<file path="config.mk">
export PLATFORM = sky130hd
export DESIGN_NAME = multiword_add_sequencer
export DESIGN_NICKNAME = d
export VERILOG_FILES = /design/src/rtl/multiword_add_sequencer_pkg.sv /design/src/rtl/multiword_add_sequencer_adder_slice.sv /design/src/rtl/multiword_add_sequencer.sv
export SDC_FILE = /design/constraint.sdc
export NUM_CORES = 1
export LEC_CHECK = 0
export BUFFER_PORTS_ARGS = -buffer_cell sky130_fd_sc_hd__buf_2
export CELL_PAD_IN_SITES_DETAIL_PLACEMENT = 1
export CELL_PAD_IN_SITES_GLOBAL_PLACEMENT = 2
export CORE_MARGIN = 1.5
export CORE_UTILIZATION = 32
export CTS_BUF_LIST = sky130_fd_sc_hd__clkbuf_2
export DETAILED_ROUTE_END_ITERATION = 8
export PLACE_DENSITY_LB_ADDON = 0.1
export SYNTH_ARGS = -nofsm -noshare
export SYNTH_HDL_FRONTEND = slang
export SYNTH_SLANG_ARGS = --single-unit
</file>
<file path="constraint.sdc">
create_clock -name clk -period 5.9 [get_ports clk]
set_clock_uncertainty 0.1 [all_clocks]
set_input_delay 0.295 -clock clk [delete_from_list [all_inputs] [get_ports clk]]
set_output_delay 0.295 -clock clk [all_outputs]
set_load 0.01 [all_outputs]
</file>
<file path="src/rtl/multiword_add_sequencer_pkg.sv">
// multiword_add_sequencer_pkg
//   Shared definitions for the multiword add sequencer: default operand and
//   slice widths, plus the sequencer FSM state encoding.
package multiword_add_sequencer_pkg;

  localparam int DEFAULT_WIDTH = 24;
  localparam int DEFAULT_SLICE = 6;

  typedef enum logic [1:0] {
    ST_IDLE = 2'd0,
    ST_RUN  = 2'd1,
    ST_DONE = 2'd2
  } state_t;

endpackage

</file>
<file path="src/rtl/multiword_add_sequencer_adder_slice.sv">
// adder_slice
//   Purely combinational SLICE-bit ripple-carry adder. The sequencer time-
//   multiplexes this single slice across all words of the operands.
//   Ports:
//     a, b  [SLICE-1:0]  slice operands
//     cin                carry into slice bit 0
//     sum   [SLICE-1:0]  slice sum
//     cout               carry out of slice bit SLICE-1
module adder_slice #(
  parameter int SLICE = 6
) (
  input  logic [SLICE-1:0] a,
  input  logic [SLICE-1:0] b,
  input  logic             cin,
  output logic [SLICE-1:0] sum,
  output logic             cout
);

  // Bit-serial carry chain written as a loop so it stays a true ripple adder.
  always_comb begin
    logic carry;
    carry = cin;
    sum   = '0;
    for (int i = 0; i < SLICE; i++) begin
      sum[i] = a[i] ^ b[i] ^ carry;
      carry  = (a[i] & b[i]) | (carry & (a[i] ^ b[i]));
    end
    cout = carry;
  end

endmodule

</file>
<file path="src/rtl/multiword_add_sequencer.sv">
// multiword_add_sequencer
//   Adds two WIDTH-bit operands plus a carry-in using one shared SLICE-bit
//   adder, one slice per cycle, LSB slice first. Valid/ready handshakes on
//   both the operand and the result side.
//   Ports:
//     clk, reset          clock, synchronous active-high reset
//     in_valid/in_ready   operand handshake (ready only in IDLE)
//     a, b, cin           operands and carry into bit 0
//     out_valid/out_ready result handshake (valid only in DONE)
//     sum, cout           (a + b + cin) mod 2^WIDTH and carry out of the MSB
//     busy                high while slices are being added
module multiword_add_sequencer
  import multiword_add_sequencer_pkg::*;
#(
  parameter int WIDTH = DEFAULT_WIDTH,
  parameter int SLICE = DEFAULT_SLICE
) (
  input  logic             clk,
  input  logic             reset,
  input  logic             in_valid,
  output logic             in_ready,
  input  logic [WIDTH-1:0] a,
  input  logic [WIDTH-1:0] b,
  input  logic             cin,
  output logic             out_valid,
  input  logic             out_ready,
  output logic [WIDTH-1:0] sum,
  output logic             cout,
  output logic             busy
);

  localparam int NSLICE = WIDTH / SLICE;
  localparam int IDXW   = (NSLICE > 1) ? $clog2(NSLICE) : 1;

  generate
    if ((WIDTH % SLICE) != 0 || WIDTH < SLICE) begin : g_bad_params
      $error("multiword_add_sequencer: WIDTH must be a positive multiple of SLICE");
    end
  endgenerate

  state_t            state_reg, state_next;
  logic [WIDTH-1:0]  a_reg, b_reg, sum_reg;
  logic              carry_reg, cout_reg;
  logic [IDXW-1:0]   idx_reg;

  logic [SLICE-1:0]  slice_a, slice_b, slice_sum;
  logic              slice_cout;
  logic              last_slice;

  assign slice_a    = a_reg[idx_reg*SLICE +: SLICE];
  assign slice_b    = b_reg[idx_reg*SLICE +: SLICE];
  assign last_slice = (idx_reg == IDXW'(NSLICE - 1));

  adder_slice #(.SLICE(SLICE)) u_adder_slice (
    .a    (slice_a),
    .b    (slice_b),
    .cin  (carry_reg),
    .sum  (slice_sum),
    .cout (slice_cout)
  );

  always_comb begin
    state_next = state_reg;
    case (state_reg)
      ST_IDLE: if (in_valid)   state_next = ST_RUN;
      ST_RUN:  if (last_slice) state_next = ST_DONE;
      ST_DONE: if (out_ready)  state_next = ST_IDLE;
      default:                 state_next = ST_IDLE;
    endcase
  end

  always_ff @(posedge clk) begin
    if (reset) begin
      state_reg <= ST_IDLE;
      a_reg     <= '0;
      b_reg     <= '0;
      sum_reg   <= '0;
      carry_reg <= 1'b0;
      cout_reg  <= 1'b0;
      idx_reg   <= '0;
    end else begin
      state_reg <= state_next;
      case (state_reg)
        ST_IDLE: begin
          if (in_valid) begin
            a_reg     <= a;
            b_reg     <= b;
            carry_reg <= cin;
            idx_reg   <= '0;
          end
        end
        ST_RUN: begin
          sum_reg[idx_reg*SLICE +: SLICE] <= slice_sum;
          carry_reg                       <= slice_cout;
          // The MSB carry is parked in cout and never recirculated to slice 0.
          if (last_slice) cout_reg <= slice_cout;
          else            idx_reg  <= idx_reg + IDXW'(1);
        end
        default: ;
      endcase
    end
  end

  assign in_ready  = (state_reg == ST_IDLE);
  assign busy      = (state_reg == ST_RUN);
  assign out_valid = (state_reg == ST_DONE);
  assign sum       = sum_reg;
  assign cout      = cout_reg;

endmodule

</file>
### Word level (Yosys, flattened, before mapping)

Index checks and enable logic that the tools add are counted.
W data, S select, Z words.

* add/sub/neg operators: 2
* multipliers: 1
* equal/unequal tests: 7
* shift operators: 4
* multiplexer cells: 10
* bitwise gates (word level): 30
* reductions and logical operators: 7

Operators by type and width (count)
* $shiftx A24 B6 Y6: 2
* $neg A5 Y34: 1
* $shift A6 B34 Y24 const A: 1
* $shiftx A6 B34 Y24: 1
* $bwmux W24: 1
* $and A1 B1 Y1: 12
* $xor A1 B1 Y1: 12
* $mux W2: 5
* $or A1 B1 Y1: 6
* $pmux W2 S3: 1
* $reduce_and A2 Y1: 3
* $reduce_and A3 Y1: 2
* $eq A2 B2 Y1 const B: 2
* $mul A2 B2 Y4 const B: 1
* $ne A2 B1 Y1 const B: 2
* $ne A2 B2 Y1 const B: 2
* $pmux W2 S2: 1
* $add A2 B1 Y2 const B: 1
* $eq A2 B1 Y1 const B: 1
* $logic_not A2 Y1: 1
* $pmux W1 S2: 1
* $reduce_bool A2 Y1: 1
* $mux W1: 1

* flip-flop bits (word level): 78
* input port bits: 53
* output and inout port bits: 28
* logic and storage cells: 68

### Longest topological paths before layout

Gate-level depths: netlist (run 1).

* depth after elaboration: 16
* depth in mapped cells: 15
* mapped depth without buffers: 14

### Hierarchy

From an unflattened synthesis (run 1), not the netlist that was laid out.

* cell total of the unflattened synthesis: 414
* area, all modules: 3731.1 um2

By module, submodules not included
* multiword_add_sequencer: instances 1, cells each 398, area an instance 3573.4 um2, seq. area each 1561.5 um2
* adder_slice: instances 1, cells each 16, area an instance 157.7 um2, seq. area each 0.0 um2

### Worst setup path before layout (run 1)

OpenSTA, ideal clock, no wires.

* path type: reg-to-reg
* from: register idx_reg[0]
* to: register sum_reg[9] (netlist: sum[9])
* setup time: 122 ps
* arrival time: 3746 ps
* required time: 5678 ps
* path slack: 1932 ps
* cell stages (with the launch flop): 16
* buffers on the path: 1
* period minus slack after synthesis: 3968 ps
* cells stage by stage: dfxtp_1 buf_4 mux4_2 inv_1 fa_1 inv_1 fa_1 fa_1 fa_1 inv_1 fa_1 inv_1 fa_1 mux2_2 a21oi_1 o21ai_0

* word-level cells in the longest chain between the ends: 16
* elaborated cells on any way between the ends: 34
* those cells by class: 1 x add/sub; 1 x mul; 4 x shift; 1 x mux; 27 x bitwise

Ends and longest elaborated chain
* from (decl): RTL line multiword_add_sequencer.sv:44 `logic [IDXW-1:0] idx_reg;`
* from (signal assigned): RTL line multiword_add_sequencer.sv:97 `else idx_reg <= idx_reg + IDXW'(1);`
* $mul A2 B2 Y4 *: RTL line multiword_add_sequencer.sv:50, multiword_add_sequencer.sv:51, multiword_add_sequencer.sv:93
* $shiftx A24 B6 Y6 (on tied branches): RTL line multiword_add_sequencer.sv:50, multiword_add_sequencer.sv:51
* $xor A1 B1 Y1: RTL line multiword_add_sequencer_adder_slice.sv:25, multiword_add_sequencer_adder_slice.sv:26
* $and A1 B1 Y1: RTL line multiword_add_sequencer_adder_slice.sv:26 `carry = (a[i] & b[i]) | (carry & (a[i] ^ b[i]));`
* $or A1 B1 Y1: RTL line multiword_add_sequencer_adder_slice.sv:26
* $and A1 B1 Y1: RTL line multiword_add_sequencer_adder_slice.sv:26
* $or A1 B1 Y1: RTL line multiword_add_sequencer_adder_slice.sv:26
* $and A1 B1 Y1: RTL line multiword_add_sequencer_adder_slice.sv:26
* $or A1 B1 Y1: RTL line multiword_add_sequencer_adder_slice.sv:26
* $and A1 B1 Y1: RTL line multiword_add_sequencer_adder_slice.sv:26
* $or A1 B1 Y1: RTL line multiword_add_sequencer_adder_slice.sv:26
* $and A1 B1 Y1: RTL line multiword_add_sequencer_adder_slice.sv:26
* $or A1 B1 Y1: RTL line multiword_add_sequencer_adder_slice.sv:26
* $xor A1 B1 Y1: RTL line multiword_add_sequencer_adder_slice.sv:25 `sum[i] = a[i] ^ b[i] ^ carry;`
* $shiftx A6 B34 Y24: RTL line multiword_add_sequencer.sv:93 `sum_reg[idx_reg*SLICE +: SLICE] <= slice_sum;`
* $bwmux W24 *: RTL line multiword_add_sequencer.sv:93
* to (signal, indexed assignment): RTL line multiword_add_sequencer.sv:93
* to (decl): RTL line multiword_add_sequencer.sv:42 `logic [WIDTH-1:0] a_reg, b_reg, sum_reg;`

Mark *: on every way between the ends. The rest lies on a longest branch, timed or not.
A chain may end at the register's enable or synchronous reset.

### Final worst setup path (run 1)

Ends and elaborated chain as after synthesis.

==> results of run 1 <==
-- worst max-delay path by stage --
stage | start | end | slack [ps] | depth (start not counted)
4_1_cts | idx_reg[0] | sum[9] | 1370 | 12
2_1_floorplan | idx_reg[0] | sum[9] | 1930 | 15
5_1_grt | idx_reg[0] | sum[9] | 1130 | 12
3_5_place_dp | idx_reg[0] | sum[9] | 1410 | 12
3_3_place_gp | idx_reg[0] | sum[9] | 1490 | 12
6_report | idx_reg[0] | sum[9] | 1420 | 12
-- worst max-delay path: cells and delay by family (launching register included) --
kind	cells	cell delay, ps
DFF	1	670
AOI/OAI and AO/OA	2	220
adders and majority gates	5	1940
muxes	2	900
buffers and inverters	3	540
-- layout by cell type, fill, tap and decap left out, types with 2 or more instances in the layout --
master	instances
mux2_2	3
clkinvlp_4	2
and3_1	3
nand3b_1	11
nor2b_1	5
nand4_1	3
mux2i_1	4
clkbuf_2	9
nand3_1	9
inv_1	12
ha_1	6
nor2_1	5
fa_1	6
a21oi_1	75
nand2_1	118
nand2b_1	3
dfxtp_1	78
or3b_1	2
dlygate4sd3_1	50
o211ai_1	7
o21ai_0	3
buf_4	5
nor3b_1	4
mux4_2	12
buf_2	80
and3b_1	7
-- repair_timing --
action | 4_1_cts | 5_1_grt
buffers inserted | 0 | 0
hold endpoints to repair | 50 | 0
hold buffers | 50 | 0
-- kinds of logic (layout without fill, tap and decap cells) --
kind of cell    count (synthesis)  in the layout  share of synthesized area
compound gates                 90             90                     0.1320
buf+inv                        45            162                    0.05812
flops                          78             78                     0.4267
mux                            19             19                    0.09402
simple gates                  177            177                     0.2359
fa+ha+maj                      12             12                    0.05333
other cells                     0              1                          0
-- power breakdown --
group	switching, µW	internal [µW]
Sequential	17.3	553
Clock	190	94.5
Combinational	117	102
Total	324	749
-- stage by stage --
stage	power, µW	util
6_report	1073	0.4299
4_1_cts	1092	0.4297
3_5_place_dp	777.7	0.3743
3_3_place_gp	772.6	0.3743
5_1_grt	1141	0.4299
2_1_floorplan	713.9	-
-- final cells by class --
type                    count  area (µm²)
inverters                  12       45.04
repair buffers            135       938.4
flip-flops and latches     78        1562
fillers                  1321        6261
diodes                      1       2.502
well taps                 140       175.2
multi-input cells         298        1892
clock inverters             6       62.56
clock buffers               9       45.04
-- layer usage --
metal	GRT usage	part of all wire	vias up
li1	-	-	1651
met1	0.2204	0.46	1597
met2	0.3305	0.50	51
met3	0.04268	0.030	5
met4	0.04453	0.0089	0
met5	0	0	-
==> metrics.cfg, run 1 <==
[worst_setup_path]
r2r_end = sum[9]
crit_fanout = 27
cp-start-kind = flop
crit_path_max_incr_delay_ps = 670
critPathKind = flop to flop
worst_ep_required_time_ps = 6210
ff2ff_setup_slack_ps = 1420
worstPathCellList = buf_4 > mux4_2 > fa_1 > fa_1 > fa_1 > inv_1 > fa_1 > inv_1 > fa_1 > mux2_2 > a21oi_1 > o21ai_0
reg2regPathDepth = 12
crit_top_cell = fa_1
worstPathArrival_ps = 4790
r2r-start = idx_reg[0]
cp-end-kind = flop
critPathSlowestCell = dfxtp_1

[synth]
yosysTopAreaCell = dfxtp_1
synth_top_cells_by_count = nand2_1, dfxtp_1, a21oi_1
yosys.area.top_type_share = 0.4267
synth.area.top_cells = dfxtp_1, nand2_1, a21oi_1
synth_cell_types = 37
synth.avg_cell_area_um2 = 8.693
synthArstFlopShare = 0
synthesis.nets = 486
ys_warn_count = 0
yosysMostFrequentCell = nand2_1
seq_area_frac_synth = 0.4267
synth-main-ff-cell = dfxtp_1
synth-edff-count = 0
synth_area_mm2 = 0.003660
syn_inst = 421
postSynthRegisterBits = 78

[sta]
rsz0062_at_grt = false
worst_hold_slack_ps = 358.9
post-route-min-period_ps = 4480
slew-limit-headroom = 0.4382
maxSlewViolCount = 0
tns_ps = 0
final.setup.worst_slack_ps = 1420
finalHoldViolCount = 0
tightestPinTransition_ps = 842.8
fmax_ghz = 0.2232
fin_crit_sh = 0.7593
finalSetupViolCount = 0

[power_and_ir_drop]
p_per_area_mw_per_mm2 = 227.3
ir_worst_vdd_uv = 93.57
p_leak_uw = 0.001932

[hold_path]
min_path_type = primary input to flop
hold_depth = 3
hold_path_startpoint = reset
hold_path_end = b_reg[20]

[floorplan]
coreArea_mm2 = 0.01098
ios = 81
fp-row-count = 38
die-area_mm2 = 0.01209
die_w_um = 109.9
die_height_um = 109.9
start_util = 0.3332

[clock_network]
clkTransAtPathRegs_ps = 230
cts_resized = 0
htreeDepth = 3
clockRootBuffer = clkbuf_2
clock_latency_ps = 520
cts_tree = yes
cts_buffers = 9
cts_max_path_buffers = 2
numClockSinks = 78

[global_routing]
grt_max_degree = 80
grt.total_usage = 0.1840
grt_pass1_vias = 3428
grt_overflow = 0
antenna_found_initial = 1
grt_first_pass_wirelength_um = 16970

[finish]
layout-drive-gt1-share = 0.2193
syn2layout_area_growth_pct = 29.03
nNetsFinal = 599
final_cells = 679
final_cell_area_mm2 = 0.004722

[drt]
wl_um = 10340
viasPerCell = 4.866
routedWlPerCell_um = 15.23
firstDrtPassIters = 4
drtIter0Drc = 120
vias = 3304
drtAntennaViolNets = 0
drc = 0

[place]
post-dp-hpwl_um = 6861
port_buffers = 80
placed_cells = 613
place_congestion = 0.7265
dpl_cell_area_mm2 = 0.004111
pre_cts_ws_ps = 1406

[run]
max_cap_violations = 0

[run_status]
status = finished, final reports clean

Note: power is estimated with default switching activity, not from simulation.
==> run 2, diff against run 1 <==
--- a/config.mk
+++ b/config.mk
@@ -9,7 +9,7 @@
 export CELL_PAD_IN_SITES_DETAIL_PLACEMENT = 1
 export CELL_PAD_IN_SITES_GLOBAL_PLACEMENT = 2
 export CORE_MARGIN = 1.5
-export CORE_UTILIZATION = 32
+export CORE_UTILIZATION = 30
 export CTS_BUF_LIST = sky130_fd_sc_hd__clkbuf_2
 export DETAILED_ROUTE_END_ITERATION = 8
 export PLACE_DENSITY_LB_ADDON = 0.1
==> constraint.sdc (replaced) <==
create_clock -name clk -period 3.8 [get_ports clk]
set_clock_uncertainty 0.1 [all_clocks]
set_input_delay 0.19 -clock clk [delete_from_list [all_inputs] [get_ports clk]]
set_output_delay 0.19 -clock clk [all_outputs]
set_load 0.01 [all_outputs]
==> run 2 against run 1 <==
- final cell count rose by 2.5%
- sequential share of layout area down 0.83 points
- die area grew 6.5%
- register-to-register slack got worse by 1400 ps
- critical path depth up 2
==> metrics.cfg, run 2 (same netlist as run 1, synthesis figures left out) <==
[drt]
wl_um = 10400
drtAntennaViolNets = 0
routedWlPerCell_um = 14.94
drtIter0Drc = 102
vias = 3314
drc = 0
viasPerCell = 4.761
firstDrtPassIters = 4

[floorplan]
fp-row-count = 40
die_w_um = 113.5
die-area_mm2 = 0.01287
start_util = 0.3060
ios = 81
coreArea_mm2 = 0.01196
die_height_um = 113.5

[sta]
worst_hold_slack_ps = 207.1
fin_crit_sh = 0.9894
slew-limit-headroom = 0.3331
finalHoldViolCount = 0
finalSetupViolCount = 0
rsz0062_at_grt = true
post-route-min-period_ps = 3760
maxSlewViolCount = 0
tns_ps = 0
fmax_ghz = 0.2660
tightestPinTransition_ps = 1000

[finish]
antenna_cells = 0
nNetsFinal = 609
final_cells = 696
final_cell_mix = nand2_1, buf_2, dfxtp_1
layout-drive-gt1-share = 0.2514
fin_util = 0.4059
syn2layout_area_growth_pct = 32.65
final_common_cell = nand2_1
final_cell_area_mm2 = 0.004855

[worst_setup_path]
worstPathCellList = mux4_2 > inv_2 > fa_2 > inv_2 > fa_2 > fa_2 > fa_2 > inv_2 > fa_2 > inv_2 > fa_2 > and3b_1 > o211ai_1 > a21oi_1
crit_fanout = 7
ff2ff_setup_slack_ps = 40
critPathSlowestCell = fa_2
worstPathArrival_ps = 4070
crit_top_cell = fa_2
r2r-start = idx_reg[0]
crit_path_max_incr_delay_ps = 530
cp-end-kind = flop
path_delay_family = adder cells
cp.depth = 14
r2r_end = sum[5]
cp-start-kind = flop
worst_ep_required_time_ps = 4110
reg2regPathDepth = 14
critPathBufInv = 4
critPathKind = flop to flop

[run]
max_cap_violations = 0

[clock_network]
clock_latency_ps = 540
cts_buffers = 9
cts_setup_buffers = 0
htreeDepth = 3
cts_max_path_buffers = 2
clkTransAtPathRegs_ps = 220
cts_tree = yes
clockRootBuffer = clkbuf_2
numClockSinks = 78

[power_and_ir_drop]
ir_worst_vdd_uv = 163.4
p_per_area_mw_per_mm2 = 348.8
p_leak_uw = 0.001967

[place]
placed_cells = 626
port_buffers = 80
post-dp-hpwl_um = 7356
place_congestion = 0.7306
dpl_cell_area_mm2 = 0.004174

[hold_path]
hold_path_end = state_reg[0]
hold_depth = 2
hold_path_startpoint = reset
min_path_type = primary input to flop

[global_routing]
grt_max_degree = 56
antenna_found_initial = 0
grt_overflow = 0
grt.total_usage = 0.1718
grt_first_pass_wirelength_um = 17220
grt_pass1_vias = 3395

[run_status]
status = finished, final reports clean

[run 2: cell count changes in the layout (fill, tap and decap cells not counted), sizes merged]
cell / previous run / this run
inv: 13 / 12
dlygate4sd3: 50 / 54
diode: 1 / 0
clkinv: 2 / 4
buf: 85 / 91
[run 2: power by group]
group | total, µW | switching, µW | internal, µW
Clock | 445 | 299 | 146
Sequential | 884 | 25.7 | 858
Combinational | 364 | 188 | 177
[run 2: metrics by stage]
step / worst slack, ps / power (µW)
6_report: 40.28 / 1693
2_1_floorplan: 23.59 / 1111
5_1_grt: -121.2 / 1804
3_5_place_dp: -87.16 / 1218
3_3_place_gp: -8.592 / 1215
4_1_cts: -15.60 / 1720
[run 2: metal layers]
layer / wire, µm / up-vias / track usage
met5: 0 / - / 0
li1: - / 1673 / -
met1: 4748 / 1583 / 0.2109
met2: 5302 / 49 / 0.3059
met3: 244 / 9 / 0.03560
met4: 104 / 0 / 0.04750
[run 2: worst max path at each step]
| stage | from | endpoint | slack (ps) |
|---|---|---|---|
| after floorplan | idx_reg[0] | sum[9] | 20 |
| after global placement | idx_reg[0] | sum[9] | -9 |
| after detailed placement | idx_reg[0] | sum[9] | -90 |
| after CTS | idx_reg[0] | sum[9] | -20 |
| after global routing | idx_reg[0] | sum[5] | -120 |
| final | idx_reg[0] | sum[5] | 40 |
[run 2: final cells by class]
class / count / area [µm²]
Multi-Input combinational cell: 298 / 1927
Clock buffer: 9 / 45.04
Inverter: 12 / 45.04
Timing Repair Buffer: 145 / 1023
Clock inverter: 7 / 65.06
Fill cell: 1435 / 7107
Sequential cell: 78 / 1565
Tap cell: 147 / 183.9
[run 2: timing repair]
action                                 4_1_cts  5_1_grt
resized for setup                            6        9
hold buffers                                53        1
pin swaps                                    1        6
setup endpoints to repair                    5        6
endpoints found under the hold margin       50        3
==> run 3, diff against run 2 <==
--- a/config.mk
+++ b/config.mk
@@ -12,7 +12,7 @@
 export CORE_UTILIZATION = 30
 export CTS_BUF_LIST = sky130_fd_sc_hd__clkbuf_2
 export DETAILED_ROUTE_END_ITERATION = 8
-export PLACE_DENSITY_LB_ADDON = 0.1
+export PLACE_DENSITY = 0.82
 export SYNTH_ARGS = -nofsm -noshare
 export SYNTH_HDL_FRONTEND = slang
 export SYNTH_SLANG_ARGS = --single-unit
==> run 3 against run 2 <==
- first-iteration DRC count fell by 7.8%
- fmax barely moved
- worst hold slack got worse by 18 ps
- setup slack improved by 1.9 ps
- count of clock-buffer cells in the layout did not move
- wire length fell by 0.83%
- sequential share of layout area rose by 0.38 points
==> metrics.cfg, run 3 (same netlist as run 1, synthesis figures left out) <==
[clock_network]
cts_buffers = 9
cts_max_path_buffers = 2
numClockSinks = 78
clockRootBuffer = clkbuf_2
htreeDepth = 3
cts_tree = yes
clkTransAtPathRegs_ps = 250
clock_latency_ps = 520

[floorplan]
die-area_mm2 = 0.01287
start_util = 0.3060
die_height_um = 113.5
fp-row-count = 40
coreArea_mm2 = 0.01196
ios = 81
die_w_um = 113.5

[sta]
fin_crit_sh = 0.9889
final.setup.worst_slack_ps = 42.17
post-route-min-period_ps = 3758
finalHoldViolCount = 0
fmax_ghz = 0.2661
slew-limit-headroom = 0.3693
finalSetupViolCount = 0
tns_ps = 0
tightestPinTransition_ps = 946.0
maxSlewViolCount = 0
rsz0062_at_grt = true

[global_routing]
antenna_found_initial = 0
grt_first_pass_wirelength_um = 16600
grt_overflow = 0
grt_max_degree = 53
grt.total_usage = 0.1640
grt_pass1_vias = 3446

[power_and_ir_drop]
p_per_area_mw_per_mm2 = 357.2
ir_worst_vdd_uv = 138.5
p_seq_frac = 0.516
combinationalPowerShare = 0.206
p_clk_frac = 0.279
p_sw_frac = 0.3063
p_int_uw = 1189
power_switching_uw = 524.9
p_leak_uw = 0.001958

[worst_setup_path]
path_delay_family = adder cells
cp-start-kind = flop
worst_ep_required_time_ps = 4130
cp-end-kind = flop
critPathKind = flop to flop
crit_fanout = 7
worstPathArrival_ps = 4090
critPathSlowestCell = fa_2
ff2ff_setup_slack_ps = 40
critPathBufInv = 4
worstPathCellList = mux4_2 > inv_2 > fa_1 > inv_1 > fa_2 > fa_2 > fa_2 > inv_2 > fa_1 > inv_1 > fa_2 > and3_4 > o211ai_1 > a21oi_1
crit_top_cell = fa_2
crit_path_max_incr_delay_ps = 620

[drt]
routedWlPerCell_um = 14.95
wl_um = 10310
firstDrtPassIters = 4
viasPerCell = 4.828
drc = 0
drtIter0Drc = 94
drtAntennaViolNets = 0
vias = 3331

[place]
place_congestion = 0.7699
port_buffers = 80
post-dp-hpwl_um = 7268
pre_cts_ws_ps = -48.20
placed_cells = 623

[finish]
syn2layout_area_growth_pct = 31.11
seq_area_mm2 = 0.001565
layout-drive-gt1-share = 0.2431
final_common_cell = nand2_1
final_cell_mix = nand2_1, buf_2, dfxtp_1
multi_input_area_mm2 = 0.001911
antenna_cells = 0
final_cells = 690
fillers = 1423
nNetsFinal = 603

[run]
max_cap_violations = 0

[hold_path]
min_path_type = primary input to flop

[run_status]
status = finished, final reports clean

-- run 3: final cells by class --
cell class / count / share of cell area
sequential: 78 / 0.3262
multi-input combinational: 298 / 0.3982
clock inverter: 7 / 0.01669
inverter: 12 / 0.009387
clock buffer: 9 / 0.009387
timing repair buffer: 139 / 0.2018
tap: 147 / 0.03833
-- run 3: path summary, 6_finish.rpt --
kind	startpoint	endpoint	cells past startpoint
worst min-delay path	reset	b_reg[13]	2
worst max-delay path	idx_reg[0]	sum[19]	14
worst max register to register	idx_reg[0]	sum[19]	14
worst min register to register	sum[12]	sum[12]	2
-- run 3: what timing repair did --
action / in CTS / in global routing
gates cloned: 0 / 0
pin swaps: 0 / 4
resized for setup: 1 / 5
hold buffers: 50 / 0
buffers inserted: 0 / 1
endpoints found under the hold margin: 50 / 0
setup endpoints to repair: 5 / 5
-- run 3: power by group through the flow --
stage / Combinational (µW) / Sequential (µW) / Clock (µW)
global placement: 299 / 899 / 0
floorplan: 220 / 891 / 0
global route: 388 / 890 / 533
CTS: 347 / 885 / 495
finish: 353 / 884 / 477
detailed placement: 308 / 901 / 0
-- run 3: per-layer routing --
metal	part of all wire	GRT usage	wire length, µm	vias up
li1	-	-	-	1660
met1	0.45	0.1961	4637	1606
met2	0.52	0.2966	5336	57
met3	0.025	0.03294	256	8
met4	0.0082	0.05083	85	0
met5	0	0	0	-
-- run 3: metrics by stage --
| stage | utilization | total power [µW] | hold WS [ps] | cell area, µm² |
|---|---|---|---|---|
| finish | 0.4012 | 1714 | 189.1 | 4798 |
| global placement | 0.3471 | 1198 | 336.6 | 4151 |
| floorplan | - | 1111 | 226.0 | 3676 |
| CTS | 0.3996 | 1727 | 151.4 | 4780 |
| detailed placement | 0.3471 | 1209 | 338.2 | 4151 |
| global route | 0.4012 | 1811 | 171.5 | 4798 |
-- run 3: worst register-to-register path: cells and delay by family (launching register included) --
kind	cells	cell delay, ps
mux	1	500
simple gates	1	200
buf+inv	4	240
compound gates	2	270
fa+ha+maj	6	1950
flops	1	420
